===== src/rtl/uart_pkg.sv =====
// ---------------------------------------------------------------------------
// uart_pkg
// Shared definitions for the UART receiver (and any future parity-capable
// transmitter): character width, bit-timer width, receiver FSM encoding and
// the even-parity helper.
// Optional feature macro: RX_PARITY_EN adds the PARITY state to the encoding.
// ---------------------------------------------------------------------------
package uart_pkg;

  localparam int DATA_BITS = 8;
  localparam int TIMER_W   = 16;

  typedef enum logic [2:0] {
    IDLE,
    START,
    DATA,
`ifdef RX_PARITY_EN
    PARITY,
`endif
    STOP,
    WAIT_HIGH
  } rxState_e;

  // Returns the parity bit that makes the XOR of data plus parity equal 0.
  function automatic logic evenParity(input logic [DATA_BITS-1:0] data);
    return ^data;
  endfunction

endpackage


===== src/rtl/uart_rx_if.sv =====
// ---------------------------------------------------------------------------
// uart_rx_if
// Groups the serial line, the consumer handshake and the status flags of the
// UART receiver.
//   master : the side that drives SerialIn / ReadAck and observes the results
//   slave  : the receiver itself
// Signals: SerialIn, ReadAck, DataOut[7:0], DataReady, CharReceived,
//          FrameError, Overrun, Busy, ParityError (only with RX_PARITY_EN).
// ---------------------------------------------------------------------------
interface uart_rx_if;
  import uart_pkg::*;

  logic                 SerialIn;
  logic                 ReadAck;
  logic [DATA_BITS-1:0] DataOut;
  logic                 DataReady;
  logic                 CharReceived;
  logic                 FrameError;
  logic                 Overrun;
  logic                 Busy;
`ifdef RX_PARITY_EN
  logic                 ParityError;
`endif

  modport master (
`ifdef RX_PARITY_EN
    input  ParityError,
`endif
    output SerialIn, ReadAck,
    input  DataOut, DataReady, CharReceived, FrameError, Overrun, Busy
  );

  modport slave (
`ifdef RX_PARITY_EN
    output ParityError,
`endif
    input  SerialIn, ReadAck,
    output DataOut, DataReady, CharReceived, FrameError, Overrun, Busy
  );

endinterface


===== src/rtl/rx_bit_timer.sv =====
// ---------------------------------------------------------------------------
// rx_bit_timer
// Loadable down-counter that paces the receiver's bit sampling. It stops at
// zero and reports expire_o while it sits there.
// Ports:
//   clk, rst     : clock and asynchronous active-high reset
//   load_i       : load loadValue_i on the next edge (has priority)
//   loadValue_i  : reload value, TIMER_W bits
//   expire_o     : counter has reached zero
// ---------------------------------------------------------------------------
module rx_bit_timer
  import uart_pkg::*;
(
  input  logic               clk,
  input  logic               rst,
  input  logic               load_i,
  input  logic [TIMER_W-1:0] loadValue_i,
  output logic               expire_o
);

  logic [TIMER_W-1:0] count_q, count_d;

  always_comb begin
    count_d = count_q;
    if (load_i) begin
      count_d = loadValue_i;
    end else if (count_q != '0) begin
      count_d = count_q - 1'b1;
    end
  end

  always_ff @(posedge clk or posedge rst) begin
    if (rst) begin
      count_q <= '0;
    end else begin
      count_q <= count_d;
    end
  end

  assign expire_o = (count_q == '0);

endmodule


===== src/rtl/uart_rx.sv =====
// ---------------------------------------------------------------------------
// uart_rx
// 8N1 serial receiver with a single-byte holding register and a
// ready/acknowledge handshake toward the consumer.
// Ports:
//   Clock, Reset : system clock, asynchronous active-high reset
//   bus (slave)  : SerialIn, ReadAck in; DataOut, DataReady, CharReceived,
//                  FrameError, Overrun, Busy (and ParityError) out
// Parameter CLKS_PER_BIT: clock cycles per serial bit (4..65535).
// Optional feature macro: RX_PARITY_EN adds an even-parity bit after the data
// bits and the ParityError pulse.
// ---------------------------------------------------------------------------
module uart_rx
  import uart_pkg::*;
#(
  parameter int CLKS_PER_BIT = 5208
) (
  input logic      Clock,
  input logic      Reset,
  uart_rx_if.slave bus
);

  // First sample lands mid start bit; every later one is a full bit apart.
  localparam logic [TIMER_W-1:0] HALF_LOAD = TIMER_W'(CLKS_PER_BIT / 2 - 1);
  localparam logic [TIMER_W-1:0] FULL_LOAD = TIMER_W'(CLKS_PER_BIT - 1);

  logic                 sync1_q, rxS_q;
  rxState_e             state_q, state_d;
  logic [2:0]           bitIdx_q, bitIdx_d;
  logic [DATA_BITS-1:0] shift_q, shift_d;
  logic [DATA_BITS-1:0] dataOut_q, dataOut_d;
  logic                 dataReady_q, dataReady_d;
  logic                 overrun_q, overrun_d;
  logic                 charReceived_q, frameError_q;
  logic                 timerLoad, timerExpire;
  logic [TIMER_W-1:0]   timerLoadValue;
  logic                 accept, frameErr;
`ifdef RX_PARITY_EN
  logic                 parityBad_q, parityBad_d;
  logic                 parityError_q, parityErr;
`endif

  // The line is asynchronous; both flops idle high so reset never looks
  // like a start bit.
  always_ff @(posedge Clock or posedge Reset) begin
    if (Reset) begin
      sync1_q <= 1'b1;
      rxS_q   <= 1'b1;
    end else begin
      sync1_q <= bus.SerialIn;
      rxS_q   <= sync1_q;
    end
  end

  rx_bit_timer u_timer (
    .clk         (Clock),
    .rst         (Reset),
    .load_i      (timerLoad),
    .loadValue_i (timerLoadValue),
    .expire_o    (timerExpire)
  );

  // Next-state logic: each state waits for the timer, samples rxS_q, and
  // reloads the timer when it moves to a state that needs timing.
  always_comb begin
    state_d        = state_q;
    bitIdx_d       = bitIdx_q;
    shift_d        = shift_q;
    timerLoad      = 1'b0;
    timerLoadValue = FULL_LOAD;
    accept         = 1'b0;
    frameErr       = 1'b0;
`ifdef RX_PARITY_EN
    parityBad_d    = parityBad_q;
    parityErr      = 1'b0;
`endif
    case (state_q)
      IDLE: begin
        if (!rxS_q) begin
          state_d        = START;
          timerLoad      = 1'b1;
          timerLoadValue = HALF_LOAD;
        end
      end
      START: begin
        if (timerExpire) begin
          if (rxS_q) begin
            state_d = IDLE;
          end else begin
            state_d   = DATA;
            bitIdx_d  = '0;
            timerLoad = 1'b1;
          end
        end
      end
      DATA: begin
        if (timerExpire) begin
          shift_d   = {rxS_q, shift_q[DATA_BITS-1:1]};
          timerLoad = 1'b1;
          if (bitIdx_q == 3'(DATA_BITS - 1)) begin
`ifdef RX_PARITY_EN
            state_d = PARITY;
`else
            state_d = STOP;
`endif
          end else begin
            bitIdx_d = bitIdx_q + 1'b1;
          end
        end
      end
`ifdef RX_PARITY_EN
      PARITY: begin
        if (timerExpire) begin
          parityBad_d = evenParity(shift_q) ^ rxS_q;
          state_d     = STOP;
          timerLoad   = 1'b1;
        end
      end
`endif
      STOP: begin
        if (timerExpire) begin
`ifdef RX_PARITY_EN
          parityErr = parityBad_q;
`endif
          if (rxS_q) begin
            state_d = IDLE;
`ifdef RX_PARITY_EN
            accept  = !parityBad_q;
`else
            accept  = 1'b1;
`endif
          end else begin
            state_d  = WAIT_HIGH;
            frameErr = 1'b1;
          end
        end
      end
      // A held-low line (break) must go high before a new start is seen.
      WAIT_HIGH: begin
        if (rxS_q) begin
          state_d = IDLE;
        end
      end
      default: begin
        state_d = IDLE;
      end
    endcase
  end

  // Holding register: an accept always wins over a same-cycle ReadAck.
  always_comb begin
    dataOut_d   = dataOut_q;
    dataReady_d = dataReady_q;
    overrun_d   = overrun_q;
    if (accept) begin
      dataOut_d   = shift_q;
      dataReady_d = 1'b1;
      overrun_d   = bus.ReadAck ? 1'b0 : (overrun_q | dataReady_q);
    end else if (bus.ReadAck) begin
      dataReady_d = 1'b0;
      overrun_d   = 1'b0;
    end
  end

  always_ff @(posedge Clock or posedge Reset) begin
    if (Reset) begin
      state_q        <= IDLE;
      bitIdx_q       <= '0;
      shift_q        <= '0;
      dataOut_q      <= '0;
      dataReady_q    <= 1'b0;
      overrun_q      <= 1'b0;
      charReceived_q <= 1'b0;
      frameError_q   <= 1'b0;
`ifdef RX_PARITY_EN
      parityBad_q    <= 1'b0;
      parityError_q  <= 1'b0;
`endif
    end else begin
      state_q        <= state_d;
      bitIdx_q       <= bitIdx_d;
      shift_q        <= shift_d;
      dataOut_q      <= dataOut_d;
      dataReady_q    <= dataReady_d;
      overrun_q      <= overrun_d;
      charReceived_q <= accept;
      frameError_q   <= frameErr;
`ifdef RX_PARITY_EN
      parityBad_q    <= parityBad_d;
      parityError_q  <= parityErr;
`endif
    end
  end

  assign bus.DataOut      = dataOut_q;
  assign bus.DataReady    = dataReady_q;
  assign bus.CharReceived = charReceived_q;
  assign bus.FrameError   = frameError_q;
  assign bus.Overrun      = overrun_q;
  assign bus.Busy         = (state_q != IDLE);
`ifdef RX_PARITY_EN
  assign bus.ParityError  = parityError_q;
`endif

endmodule


===== src/flat_wrapper.sv =====
// flat-port wrapper written by rule: the top's interface ports become plain ports
module uart_rx_flat import uart_pkg::*;
#(
  parameter int CLKS_PER_BIT = 5208
)
  (Clock, Reset, bus_SerialIn, bus_ReadAck, bus_DataOut, bus_DataReady, bus_CharReceived, bus_FrameError, bus_Overrun, bus_Busy);
  uart_rx_if bus_i ();
  input logic Clock;
  input logic Reset;
  input wire logic [$bits(bus_i.SerialIn)-1:0] bus_SerialIn;
  input wire logic [$bits(bus_i.ReadAck)-1:0] bus_ReadAck;
  output wire logic [$bits(bus_i.DataOut)-1:0] bus_DataOut;
  output wire logic [$bits(bus_i.DataReady)-1:0] bus_DataReady;
  output wire logic [$bits(bus_i.CharReceived)-1:0] bus_CharReceived;
  output wire logic [$bits(bus_i.FrameError)-1:0] bus_FrameError;
  output wire logic [$bits(bus_i.Overrun)-1:0] bus_Overrun;
  output wire logic [$bits(bus_i.Busy)-1:0] bus_Busy;
  assign bus_i.SerialIn = bus_SerialIn;
  assign bus_i.ReadAck = bus_ReadAck;
  assign bus_DataOut = bus_i.DataOut;
  assign bus_DataReady = bus_i.DataReady;
  assign bus_CharReceived = bus_i.CharReceived;
  assign bus_FrameError = bus_i.FrameError;
  assign bus_Overrun = bus_i.Overrun;
  assign bus_Busy = bus_i.Busy;
  uart_rx #(.CLKS_PER_BIT(CLKS_PER_BIT)) u_core (.Clock(Clock), .Reset(Reset), .bus(bus_i));
endmodule

===== config.mk =====
export PLATFORM = sky130hd
export DESIGN_NAME = uart_rx_flat
export DESIGN_NICKNAME = d
export VERILOG_FILES = /design/src/rtl/uart_pkg.sv /design/src/rtl/uart_rx_if.sv /design/src/rtl/rx_bit_timer.sv /design/src/rtl/uart_rx.sv /design/src/flat_wrapper.sv
export SDC_FILE = /design/constraint.sdc
export NUM_CORES = 1
export LEC_CHECK = 0
export BUFFER_PORTS_ARGS = -buffer_cell sky130_fd_sc_hd__buf_4
export CAP_MARGIN = 20
export CORE_ASPECT_RATIO = 0.8
export CORE_MARGIN = 2
export CORE_UTILIZATION = 61
export CTS_BUF_LIST = sky130_fd_sc_hd__clkbuf_8
export CTS_CLUSTER_SIZE = 30
export DETAILED_ROUTE_END_ITERATION = 12
export PLACE_DENSITY_LB_ADDON = 0.08
export SLEW_MARGIN = 40
export SYNTH_ARGS = -nofsm -noshare
export SYNTH_HDL_FRONTEND = slang
export SYNTH_SLANG_ARGS = --single-unit

===== constraint.sdc =====
create_clock -name Clock -period 2.5 [get_ports Clock]
set_input_delay 0.125 -clock Clock [delete_from_list [all_inputs] [get_ports Clock]]
set_output_delay 0.125 -clock Clock [all_outputs]
set_load 0.02 [all_outputs]

== Yosys cells after proc, flatten, opt, wreduce, memory -nomap -nowiden ==
Cells that the tools add are included.

* Add/subtract/negate cells: 2
* Eq/ne operators: 13
* Muxes and demuxes: 30
* Bitwise operators: 1
* Reductions and logical operators: 10

{| class="wikitable"
|+ Operators by type and width
! cell !! number
|-
| $mux 16 || 3
|-
| $mux 3 || 11
|-
| $logic_not 16->1 || 1
|-
| $reduce_bool 16->1 || 1
|-
| $sub 16x1->16 const B || 1
|-
| $pmux 3 s5 || 1
|-
| $mux 13 || 1
|-
| $mux 1 || 11
|-
| $ne 2x1->1 const B || 5
|-
| $eq 3x2->1 const B || 2
|-
| $eq 3x3->1 const B || 2
|-
| $ne 2x2->1 const B || 3
|-
| $pmux 3 s2 || 1
|-
| $reduce_and 6->1 || 1
|-
| $reduce_bool 2->1 || 3
|-
| $reduce_and 5->1 || 1
|-
| $add 3x1->3 const B || 1
|-
| $eq 3x1->1 const B || 1
|-
| $logic_not 3->1 || 1
|-
| $pmux 1 s3 || 1
|-
| $reduce_bool 3->1 || 1
|-
| $mux 2 || 1
|-
| $reduce_and 2->1 || 1
|-
| $or 1x1->1 || 1
|}

* Flip-flop bits (word level): 44
* Bits of input ports: 4
* Output and inout bits: 13
* Word-level logic and storage cells: 67

== Depth between registers and ports, before layout ==
* Depth in word-level cells: 4
* Gate-level depth with buffers: 8
* Depth with buffers taken out: 6

== By module ==
From an unflattened synthesis, not the netlist that was laid out.

* Cell total of the unflattened synthesis: 192
* Area, all modules: 2,203.4 sq um

{| class="wikitable"
|+ By module, submodules not included
! module !! times used !! cells an instance !! area each (sq um) !! seq. area each (sq um)
|-
| uart_rx || 1 || 90 || 1,209.9 || 703.2
|-
| rx_bit_timer || 1 || 102 || 993.5 || 400.4
|}

== Least setup slack after synthesis ==
OpenSTA, ideal clock, no wires.

* Path kind: register to register
* Start: reg u_core.u_timer.count_q[0]
* End: reg u_core.dataOut_q[0], in the netlist u_core.bus.DataOut[0]
* Setup time: 125 ps
* Arrival time: 2,012 ps
* Required time: 2,375 ps
* Slack: 363 ps
* Cell stages (with the launch flop): 8
* Buffers on the path: 1
* Period minus slack after synthesis: 2,137 ps
* Path through: dfrtp_1 inv_1 ha_1 nor3b_2 nand4_2 or4b_1 buf_6 mux2_4

* Longest elaborated chain between the ends: 3

{| class="wikitable"
|+ Ends and longest elaborated chain
! what !! RTL line !! text
|-
| start, declared || rx_bit_timer.sv:21 || <nowiki>logic [TIMER_W-1:0] count_q, count_d;</nowiki>
|-
| start signal, assigned || rx_bit_timer.sv:36 || <nowiki>count_q <= count_d;</nowiki>
|-
| $logic_not 16->1 || rx_bit_timer.sv:40 || <nowiki>assign expire_o = (count_q == '0);</nowiki>
|-
| $mux 1 || uart_rx.sv:121 || <nowiki>if (timerExpire) begin</nowiki>
|-
| $mux 1 || uart_rx.sv:77 || <nowiki>case (state_q)</nowiki>
|-
| end signal, assigned || uart_rx.sv:183 || <nowiki>dataOut_q <= dataOut_d;</nowiki>
|-
| end, declared || uart_rx.sv:31 || <nowiki>logic [DATA_BITS-1:0] dataOut_q, dataOut_d;</nowiki>
|}

No other way between the ends.
A chain may end at the register's enable or synchronous reset.

== Final worst setup path ==
* Start: reg u_core.u_timer.count_q[0]
* End: reg u_core.dataOut_q[4], in the netlist u_core.bus.DataOut[4]

Same word-level chain as after synthesis.

==> out/metrics.cfg <==
[setup_path]
slowest_delay_ps = 520
critical_path_peak_fanout = 10
cpMaxStageDelayCell = or4b_1
worstReg2RegEnd = u_core.bus.DataOut[4]
arrival_ps = 2420
cp.depth = 7
crit_chain = inv_1, ha_1, nor3b_2, nand4_2, or4b_1, buf_4, mux2_4
reg2reg_slack_ps = 250
critical_path_buf_inv_count = 2
timing.rr.start = u_core.u_timer.count_q[0]
worstRegToRegCells = 7
cpLargestDelayFamily = simple AND/OR/NAND/NOR gates
path_class = reg -> reg
cp-start-kind = flop
crit_end = u_core.bus.DataOut[4]
setup.worst_path.end_class = flop
startpoint = u_core.u_timer.count_q[0]
crit_required_ps = 2680

[final_layout]
nets = 217
num_antenna_cells = 0
area_delta_synth_final_pct = 15.1
drive_above_1_share_pct = 26.2
layout_common_cells = dfrtp_1, buf_4, nor2_1
final_common_cell = dfrtp_1

[cts]
path_clk_slew_ps = 90
cts_tree = built
cts_resized = 0
cts.path.max_buffers = 2
clockRootBuffer = clkbuf_8
cts_made_buffers = 5
clock_latency_ps = 300
htree_num_levels = 2
cts_num_sinks = 44

[worst_hold_path]
hold_depth = 2
min_path_type = in -> reg

[power]
p_leak_nw = 1.13
p_per_area_nw_per_um2 = 530
ir_drop_mv = 0.503
finalPower_mw = 1.28

[global_route]
grt_use_total_pct = 22.4
grt.overflow.total = 0
grt_pass1_wl_um = 6880
grt_max_degree = 45
antenna_found_initial = 0
grt_pass1_vias = 1450
grtUsageMet3_pct = 5.57
gr-usage-met2_pct = 33.5
grt.busiest_layer = met2
use_met1_pct = 32.3

[floorplan]
rows = 18
start_util_pct = 65.9
die_w_um = 69.5
core_area_sq_um = 3180
io_pins = 17
die_area_sq_um = 3920
chipHeight_um = 56.4

[flow_run]
drv_cap = 0

[synth]
synth_cells = 184
yosys_warnings = 0
synth-seq-cells = 44
synth_cell_types = 45
synth_flop_cell = dfrtp_1
yosysSeqAreaShare_pct = 52.7
syn_nets = 192
synth_area_sq_um = 2090
synthArstFlopShare_pct = 100
synth_edf_count = 0
syn_area_per_cell_sq_um = 11.4

[routing]
drt-initial-drc-count = 129
drc = 0
drtAntennaViolNets = 0
dr.pass1.iters = 5
vias = 1488
routedWlPerCell_um = 16.1
wirelength_um = 4020
via_per_inst = 5.95

[sta]
slew_violations = 0
whs_ps = 25.1
clock.fmax_mhz = 445
final-setup-viol-count = 0
setup_ws_ps = 255
finalCritPeriodShare_pct = 89.8
rsz0062_at_grt = no
fin_setup_tns_ps = 0
timing_worst_slew_pin_value_ps = 543
slew_headroom_pct = 63.8
fin_worst_skew_ps = 10.6
period_needed_ps = 2250
hold_viol = 0

[placed_design]
io_buffers = 16
gp_congestion = 0.918
hpwl_um = 2800
place_ws_ps = 278

[status]
outcome = finished clean

[worst register-to-register path: stages (launching register included)]
cell     delay (ps)
dfrtp_1         420
inv_1           110
ha_1            170
nor3b_2         220
nand4_2         170
or4b_1          520
buf_4           210
mux2_4          310
[flip-flops by register name (all words and copies together) (netlist names)]
register / count
u_core.bitIdx_q: 3
u_core.shift_q: 8
u_core.bus.FrameError: 1
u_core.bus.DataOut: 8
u_core.bus.DataReady: 1
u_core.bus.CharReceived: 1
u_core.state_q: 3
u_core.rxS_q: 1
u_core.bus.Overrun: 1
u_core.sync1_q: 1
u_core.u_timer.count_q: 16
[synth_stat cells, types with 2 or more instances]
master / instances / area, sq um
a211oi_1: 3 / 22.5
a21oi_1: 8 / 40.0
a22oi_1: 2 / 15.0
a311oi_1: 2 / 17.5
a31oi_1: 3 / 18.8
and2_1: 3 / 18.8
and4_1: 2 / 17.5
buf_2: 3 / 15.0
clkbuf_1: 3 / 11.3
dfrtp_1: 42 / 1050
dfstp_2: 2 / 52.6
ha_1: 4 / 50.1
inv_1: 7 / 26.3
mux2_2: 8 / 90.1
mux2_4: 8 / 120
nand2_1: 13 / 48.8
nand2b_1: 2 / 12.5
nand3_1: 5 / 25.0
nand4_1: 2 / 12.5
nor2_1: 14 / 52.6
nor2b_1: 2 / 12.5
nor3_1: 7 / 35.0
nor4_1: 2 / 12.5
nor4_4: 2 / 42.5
o21ai_0: 8 / 40.0
o2bb2ai_1: 3 / 26.3
or3_1: 3 / 18.8
xnor2_1: 2 / 17.5
xor2_1: 3 / 26.3
[area by class of cell]
class	count	area [sq um]
Multi-Input combinational cell	126	926
Fill cell	207	766
Tap cell	40	50.0
Inverter	7	26.3
Sequential cell	44	1100
Timing Repair Buffer	25	193
Clock buffer	5	68.8
Clock inverter	3	42.5
[timing repair]
item / in CTS / in global routing
hold buffers: 2 / 0
setup buffers: 0 / 0
endpoints found under the hold margin: 43 / 0
[power breakdown]
group	switching (mW)	total [mW]	internal [mW]
sequential	0.00174	0.716	0.714
combinational	0.0165	0.0240	0.00755
clock	0.242	0.537	0.296
total	0.260	1.28	1.02
[worst min-delay path by stage]
stage / from / endpoint / slack (ps)
CTS: bus_ReadAck / u_core.bus.Overrun / 20
detailed placement: bus_SerialIn / u_core.sync1_q / 240
global route: bus_ReadAck / u_core.bus.Overrun / 30
floorplan: bus_SerialIn / u_core.sync1_q / 130
finish: bus_ReadAck / u_core.bus.Overrun / 30
global placement: bus_SerialIn / u_core.sync1_q / 230
[logic make-up (layout without fill, tap and decap cells)]
family	Yosys count	in the layout	synth area share, %
buffers and inverters	14	40	3.05
DFF	44	44	52.7
xor gates and xnor gates	5	5	2.09
and+or+nand+nor	66	66	18.6
muxes	17	17	10.5
adders and majority gates	4	4	2.39
AOI/OAI and AO/OA	34	34	10.6
[metal layers]
layer,share of wire (%),vias to the layer above
li1,-,718
met1,47,725
met2,47,38
met3,5.0,7
met4,1.1,0
met5,0,-
[stage by stage]
stage	cells	util [%]	instance area [sq um]
2_1_floorplan	184	-	2090
3_3_place_gp	240	71.7	2280
3_5_place_dp	240	71.7	2280
4_1_cts	250	75.9	2410
5_1_grt	250	75.9	2410
6_report	250	75.9	2410
Note: power is estimated with default switching activity, not from simulation.
